===== src/rtl/ram_arb_pkg.sv =====
// ram_arb_pkg: shared types and byte-enable decode for the RAM port arbiter
package ram_arb_pkg;
  typedef enum logic [1:0] {IDLE, GNT0, GNT1} arb_state_t;
  typedef logic master_id_t;
  localparam master_id_t M0 = 1'b0;
  localparam master_id_t M1 = 1'b1;
  localparam logic [1:0] SIZE_BYTE = 2'd0;
  localparam logic [1:0] SIZE_HALF = 2'd1;
  localparam logic [1:0] SIZE_WORD = 2'd2;
  typedef struct packed {
    logic       valid;
    master_id_t owner;
    logic       err;
  } rsp_tag_t;
  function automatic logic [3:0] byte_enable(input logic [1:0] size, input logic [1:0] addr_lo);
    return size >= SIZE_WORD ? 4'b1111 : (size == SIZE_BYTE ? 4'b0001 : 4'b0011) << addr_lo;
  endfunction
endpackage


===== src/rtl/rsp_pipe.sv =====
// rsp_pipe: DEPTH-stage tag shift register aligning read tags with RAM read latency
module rsp_pipe
  import ram_arb_pkg::*;
#(
  parameter int DEPTH = 1
)(
  input  logic     clk,
  input  logic     reset,
  input  rsp_tag_t push,
  output rsp_tag_t tail
);
  rsp_tag_t stage [DEPTH];
  always_ff @(posedge clk or negedge reset)
    if (!reset) stage <= '{default: '0};
    else begin
      stage[0] <= push;
      for (int i = 1; i < DEPTH; i++) stage[i] <= stage[i-1];
    end
  assign tail = stage[DEPTH-1];
endmodule


===== src/rtl/ram_port_arbiter.sv =====
// ram_port_arbiter: shares the RAM data port between the CPU dBus (M0) and a loader master (M1)
module ram_port_arbiter
  import ram_arb_pkg::*;
#(
  parameter int WL = 32,
  parameter int RAM_DEPTH = 8192,
  parameter int RAM_LATENCY = 1,
  parameter int MAX_BURST = 8,
  localparam int AW = $clog2(RAM_DEPTH)
)(
  input  logic            clk,
  input  logic            reset,
  input  logic            m0_cmd_valid,
  output logic            m0_cmd_ready,
  input  logic            m0_cmd_wr,
  input  logic [WL-1:0]   m0_cmd_addr,
  input  logic [WL-1:0]   m0_cmd_data,
  input  logic [1:0]      m0_cmd_size,
  output logic            m0_rsp_valid,
  output logic            m0_rsp_error,
  output logic [WL-1:0]   m0_rsp_data,
  input  logic            m1_cmd_valid,
  output logic            m1_cmd_ready,
  input  logic            m1_cmd_wr,
  input  logic [WL-1:0]   m1_cmd_addr,
  input  logic [WL-1:0]   m1_cmd_data,
  input  logic [1:0]      m1_cmd_size,
  output logic            m1_rsp_valid,
  output logic            m1_rsp_error,
  output logic [WL-1:0]   m1_rsp_data,
  output logic [WL/8-1:0] ram_we,
  output logic [AW-1:0]   ram_addr,
  output logic [WL-1:0]   ram_din,
  input  logic [WL-1:0]   ram_dout
);
  localparam int NB = WL / 8;
  localparam int CW = $clog2(MAX_BURST + 1);
  localparam logic [CW-1:0] MAX_CNT = CW'(MAX_BURST);
  arb_state_t state, state_nxt;
  master_id_t prio, prio_nxt, own, gid;
  logic [CW-1:0] burst_cnt, cnt_nxt;
  logic any, keep, wr, in_range;
  logic [WL-1:0] addr;
  logic [1:0] size;
  rsp_tag_t push, tail;
  always_comb begin
    own = state == GNT1 ? M1 : M0;
    any = m0_cmd_valid | m1_cmd_valid;
    keep = state != IDLE && (own == M1 ? m1_cmd_valid : m0_cmd_valid) &&
           (burst_cnt < MAX_CNT || !(own == M1 ? m0_cmd_valid : m1_cmd_valid));
    gid = keep ? own : state != IDLE ? ~own : m0_cmd_valid && m1_cmd_valid ? prio : m1_cmd_valid;
    state_nxt = !any ? IDLE : gid == M1 ? GNT1 : GNT0;
    prio_nxt = !any && state != IDLE ? ~own : prio;
    cnt_nxt = !any ? '0 : !keep ? CW'(1) : burst_cnt == MAX_CNT ? burst_cnt : burst_cnt + 1'b1;
  end
  always_ff @(posedge clk or negedge reset)
    if (!reset) begin
      state <= IDLE;
      prio <= M0;
      burst_cnt <= '0;
    end else begin
      state <= state_nxt;
      prio <= prio_nxt;
      burst_cnt <= cnt_nxt;
    end
  assign m0_cmd_ready = any && gid == M0;
  assign m1_cmd_ready = any && gid == M1;
  assign addr = gid == M1 ? m1_cmd_addr : m0_cmd_addr;
  assign wr = gid == M1 ? m1_cmd_wr : m0_cmd_wr;
  assign size = gid == M1 ? m1_cmd_size : m0_cmd_size;
  assign ram_din = gid == M1 ? m1_cmd_data : m0_cmd_data;
  assign in_range = addr[WL-1:AW+2] == '0;
  assign ram_addr = addr[AW+1:2];
  assign ram_we = any && wr && in_range ? NB'(byte_enable(size, addr[1:0])) : '0;
  assign push = '{any && !wr, gid, !in_range};
  rsp_pipe #(.DEPTH(RAM_LATENCY)) u_pipe (.clk, .reset, .push, .tail);
  assign m0_rsp_valid = tail.valid && tail.owner == M0;
  assign m1_rsp_valid = tail.valid && tail.owner == M1;
  assign m0_rsp_error = m0_rsp_valid && tail.err;
  assign m1_rsp_error = m1_rsp_valid && tail.err;
  assign m0_rsp_data = tail.err ? '0 : ram_dout;
  assign m1_rsp_data = tail.err ? '0 : ram_dout;
endmodule


===== config.mk =====
export PLATFORM = sky130hd
export DESIGN_NAME = ram_port_arbiter
export DESIGN_NICKNAME = d
export VERILOG_FILES = /design/src/rtl/ram_arb_pkg.sv /design/src/rtl/rsp_pipe.sv /design/src/rtl/ram_port_arbiter.sv
export SDC_FILE = /design/constraint.sdc
export NUM_CORES = 1
export LEC_CHECK = 0
export ABC_AREA = 1
export BUFFER_PORTS_ARGS = -buffer_cell sky130_fd_sc_hd__buf_2
export CORE_AREA = 2 2 111 113
export CTS_CLUSTER_DIAMETER = 40
export DETAILED_ROUTE_END_ITERATION = 10
export DIE_AREA = 0 0 113 115
export PLACE_DENSITY = 0.5
export SYNTH_ARGS = -nofsm -noshare
export SYNTH_HDL_FRONTEND = slang
export SYNTH_HIERARCHICAL = 1
export SYNTH_SLANG_ARGS = --single-unit

===== constraint.sdc =====
create_clock -name clk -period 2.5 [get_ports clk]
set_input_delay 0.5 -clock clk [delete_from_list [all_inputs] [get_ports clk]]
set_output_delay 0.5 -clock clk [all_outputs]
set_load 0.02 [all_outputs]

== Word level (Yosys, flattened, before mapping) ==
Cells that the tools add are included.
W data, S select, Z words.
Word-level totals
  flip-flop bits (word level): 10
Operators by class
  bitwise operators: 4
  equality and inequality tests: 3
  reductions and logical operators: 21
  mux-type cells: 19
  add/subtract/negate cells: 1
  order comparisons: 2
  shifts and indexed selects: 1
Operators by type and width (number)
  $mux W32: 3
  $mux W4: 5
  $logic_not A17 Y1: 1
  $logic_and A1 B1 Y1: 13
  $mux W2: 4
  $mux W1: 7
  $add A4 B1 Y4 const B: 1
  $eq A4 B4 Y1 const B: 1
  $logic_not A1 Y1: 4
  $lt A4 B4 Y1 const B: 1
  $shl A2 B2 Y4: 1
  $ne A3 B3 Y1 const B: 1
  $not A1 Y1: 3
  $eq A2 B2 Y1 const B: 1
  $ge A2 B2 Y1 const B: 1
  $logic_not A2 Y1: 1
  $reduce_bool A2 Y1: 1
  $logic_or A1 B1 Y1: 1
  $or A1 B1 Y1: 1

== Depth between registers and ports, before layout ==
  depth after elaboration: 13
  gate-level depth with buffers: 14
  mapped depth without buffers: 14

== Cells and area by module ==
Netlist, hierarchy kept.
By module, submodules not included
  ram_port_arbiter: cells an instance 374, area an instance 1879.3 µm², instances 1
  rsp_pipe: cells an instance 3, area an instance 75.1 µm², instances 1

== Least setup slack after synthesis ==
No wires, ideal clock.
  path kind: input-to-output
  start: input port m1_cmd_valid
  end: output port ram_we[1]
  cell stages on the path: 11
  setup slack: 0.329 ns
  arrival time: 1.671 ns
  path through: inv_1 > nor2_1 > a21oi_1 > nand2_4 > nand2_4 > nand2_2 > nand2_2 > inv_2 > nor3_4 > nand2_1 > nor2_1
Between the ends
  longest elaborated chain between the ends: 11
  elaborated cells on any way between the ends: 23
RTL lines
  start, declared: RTL line ram_port_arbiter.sv:22  | input logic m1_cmd_valid,
  $mux W1: RTL line ram_port_arbiter.sv:50  | (burst_cnt < MAX_CNT || !(own == M1 ? m0_cmd_valid : m1_cmd_valid));
  $logic_not A1 Y1: RTL line ram_port_arbiter.sv:50
  $logic_or A1 B1 Y1: RTL line ram_port_arbiter.sv:50
  $logic_and A1 B1 Y1: RTL line ram_port_arbiter.sv:49  | keep = state != IDLE && (own == M1 ? m1_cmd_valid : m0_cmd_valid) &&
  $mux W1: RTL line ram_port_arbiter.sv:51  | gid = keep ? own : state != IDLE ? ~own : m0_cmd_valid && m1_cmd_valid ? prio : m1_cmd_valid;
  $mux W2: RTL line ram_port_arbiter.sv:70  | assign size = gid == M1 ? m1_cmd_size : m0_cmd_size;
  $logic_not A2 Y1: RTL line ram_arb_pkg.sv:16  | return size >= SIZE_WORD ? 4'b1111 : (size == SIZE_BYTE ? 4'b0001 : 4'b0011) << addr_lo;
  $mux W2: RTL line ram_arb_pkg.sv:16
  $shl A2 B2 Y4: RTL line ram_arb_pkg.sv:16
  $mux W4: RTL line ram_arb_pkg.sv:16
  $mux W4 (*): RTL line ram_port_arbiter.sv:74  | assign ram_we = any && wr && in_range ? NB'(byte_enable(size, addr[1:0])) : '0;
  end, declared: RTL line ram_port_arbiter.sv:31  | output logic [WL/8-1:0] ram_we,
Mark *: on every way between the ends. The rest lies on a longest branch, timed or not.

== Final worst setup path ==
  start: register state[0]
  end: output port ram_we[3]
Between the ends
  longest elaborated chain between the ends: 13
  elaborated cells on any way between the ends: 24
RTL lines
  start, declared: RTL line ram_port_arbiter.sv:39  | arb_state_t state, state_nxt;
  start signal, assigned: RTL line ram_port_arbiter.sv:62  | state <= state_nxt;
  $eq A2 B2 Y1: RTL line ram_port_arbiter.sv:47  | own = state == GNT1 ? M1 : M0;
  $mux W1: RTL line ram_port_arbiter.sv:47
  $mux W1: RTL line ram_port_arbiter.sv:50
  $logic_not A1 Y1: RTL line ram_port_arbiter.sv:50
  $logic_or A1 B1 Y1: RTL line ram_port_arbiter.sv:50
  $logic_and A1 B1 Y1: RTL line ram_port_arbiter.sv:49
  $mux W1 (*): RTL line ram_port_arbiter.sv:51
  $mux W2: RTL line ram_port_arbiter.sv:70
  $logic_not A2 Y1: RTL line ram_arb_pkg.sv:16
  $mux W2: RTL line ram_arb_pkg.sv:16
  $shl A2 B2 Y4: RTL line ram_arb_pkg.sv:16
  $mux W4: RTL line ram_arb_pkg.sv:16
  $mux W4 (*): RTL line ram_port_arbiter.sv:74
Marked as above.

==> flow_summary.toml <==
[clocking]
cts_tree = "done"
cts.sinks = 10
cts_max_path_buffers = 2
cts_root_buf = "clkbuf_16"
cts_buffers = 3
postCtsHoldBufs = 0
clkSlewWorstSetupHoldPaths_ns = 0.04
ctsHtreeMaxLevel = 1
clkLatencyLatePin_ns = 0.24

[die]
die_h_um = 115
die_area_um2 = 13000
rows = 40
start_util_pct = 16.55
io-pin-count = 289
die_w_um = 113
core_area_um2 = 11810

[synthesis]
netlist_top_cells_count = "nand2_1 (157), nor2_1 (56), inv_1 (53)"
yosys-top-cells-area = "nand2_1 (30%), buf_4 (14%), dfrtp_1 (13%), nor2_1 (11%), inv_1 (10%)"
avgSynthCellArea_um2 = 5.184
ys_warn_count = 6
synthArstFlopShare_pct = 100.0
ys_seq_area_share_pct = 12.80
synth_fp_nets = 549
synth_edf_count = 0
synth_ff_type = "dfrtp_1"
synth_top_cell_area_share_pct = 30.15
netlist-cell-type-count = 26
ys_seq_elements = 10
synthesis.area_um2 = 1954
synth_cells = 377
yosys.area.top_type = "nand2_1"
synth_most_common_cell = "nand2_1"

[cells_and_area]
final_area_um2 = 3532
syn2layout_area_growth_pct = 80.73
final_core_util_pct = 29.90
n_fill_cell = 1373
drive_gt1_share_pct = 51.81
regArea_um2 = 250.2
multi_input_area_um2 = 1194
num-nets-final = 810
antenna_cells = 0
final_cells = 784

[worst_setup_path]
crit_required_ns = 2.00
r2r_start = "state[0]"
cp.arrival_ns = 1.93
rrSetupSlack_ns = 1.06
worst-setup-path-type = "reg2out"
cp-startpoint = "state[0]"
cp-start-kind = "register"
reg2reg_depth = 8
worstPathMaxFanout = 8
end_kind = "output pin"

[sta]
slew_violations = 0
period_share_pct = 97.31
final_hold_viol_count = 0
max_slew_margin_pct = 77.43
worst_pin_slew_ns = 0.3360
finClkSkew_ns = 0.003254
finalSetupViolations = 0
rsz0062_at_grt = "true"
fmax_mhz = 411.0
hold_ws_ns = 0.1147
fin_crit_ns = 2.433

[pwr]
power_frac_seq_pct = 7.5
finalPower_mw = 3.620
pwr-share-clk_pct = 8.8
netSwitchingPower_mw = 2.077
power.share.switching_pct = 57.39
vdd_drop_max_mv = 0.4320
power.leakage_nw = 2.481
intPower_mw = 1.543
p_comb_share_pct = 83.7
powerDensity_nw_per_um2 = 1025

[detailed_routing]
dr_total_vias = 3064
ant_nets = 0
vias_per_cell = 3.908
dr.pass1.iters = 7
drc = 20
wirelength_um = 9681
first_iter_violations = 113
wl_per_cell_um = 12.35

[global_route]
grt_overflow_total = 0
antenna_found_initial = 1
grt_pass1_wl_um = 13390
grt_max_degree = 43
grt_usage_pct = 13.06
grt_pass1_vias = 2745

[flow_run]
timing.max_cap.violations = 0

[placement]
dpl.hpwl_um = 8493
io_buffers = 288
place_area_um2 = 3302
globalplace.congestion = 0.8230
dp.cells = 773

[outcome]
status = "complete, but fails checks"
violations = "design-rule violations"

[min_path]
hold_class = "in2async"
-- layer usage --
metal | track usage, % | share of wire [%]
met4 | 3.333 | 1.6
met3 | 3.216 | 9.5
met1 | 12.88 | 35
met5 | 0 | 0
met2 | 26.91 | 54
-- what timing repair did --
| action | in CTS | in global routing |
|---|---|---|
| cloned | 0 | 1 |
| resized for setup | 3 | 10 |
| buffers inserted | 0 | 6 |
| pin swaps | 0 | 4 |
| endpoints found under the setup margin | 18 | 46 |
-- power groups by stage --
stage	logic [mW]	registers (mW)	clock network, mW
6_report	3.03	0.273	0.317
2_1_floorplan	1.91	0.258	0
5_1_grt	3.31	0.281	0.332
3_5_place_dp	2.80	0.268	0
3_3_place_gp	2.81	0.272	0
4_1_cts	2.84	0.269	0.321
-- worst paths after layout --
check / to
max in group asynchronous: burst_cnt[2]
min reg2reg: prio
min: state[0]
max reg2reg: u_pipe/tail[2]
min in group clk: prio
max: ram_we[3]
-- layout make-up --
type / count / share of cell area (%)
inverter: 56 / 5.951
timing repair buffer: 302 / 45.45
multi-input combinational: 265 / 33.79
clock buffer: 4 / 2.515
sequential: 10 / 7.085
tap: 147 / 5.207
-- worst max-delay path, cell delays in order (launching register included) --
cell	delay (ns)
dfrtp_1	0.42
inv_2	0.10
nand2_4	0.07
nand2_4	0.07
nand2_4	0.08
nand2_4	0.11
nand2_4	0.08
nand2_8	0.11
nand2_2	0.06
nand2_2	0.08
inv_2	0.05
nor3_4	0.13
nand2_1	0.09
nor2_1	0.11
buf_4	0.15
-- cells by family (layout without fill, tap and decap cells) --
| family | Yosys count | count (layout) | synth area share [%] |
|---|---|---|---|
| AOI/OAI and AO/OA | 12 | 12 | 3.777 |
| xor gates and xnor gates | 1 | 1 | 0.4482 |
| adders and majority gates | 2 | 2 | 1.280 |
| buffers and inverters | 102 | 362 | 28.30 |
| DFF | 10 | 10 | 12.80 |
| and+or+nand+nor | 250 | 250 | 53.39 |
-- registers in the layout, summed over array words and instances, names as in the netlist --
register,flops
prio,1
burst_cnt,4
state,2
u_pipe/tail,3
-- stage by stage --
step	setup TNS [ns]	setup WS [ns]
3_5_place_dp	0	0.002062
2_1_floorplan	0	0.3287
3_3_place_gp	0	0.02450
6_report	0	0.06716
4_1_cts	0	0.007922
5_1_grt	-0.9194	-0.06767
-- cells in the final DEF (no fill, tap or decap) --
master and n:
and2_1 1, nor3_4 1, a21oi_2 2, inv_1 52
nand2_1 156, buf_6 1, buf_2 286, nand3_1 13
nand2_4 7, o21ai_1 2, o21a_1 1, nor3_1 7
nand2_8 1, xnor2_1 1, nor2_1 56, clkbuf_16 4
nand2_2 5, buf_4 12, dfrtp_1 10, buf_16 1
nand3_2 1, clkbuf_8 1, o21ai_0 1, o21ai_2 1
ha_1 2, a41oi_1 1, a21oi_1 4, buf_12 1
nand3_4 1, inv_2 4, or2_2 1
(Power assumes the default switching activity.)
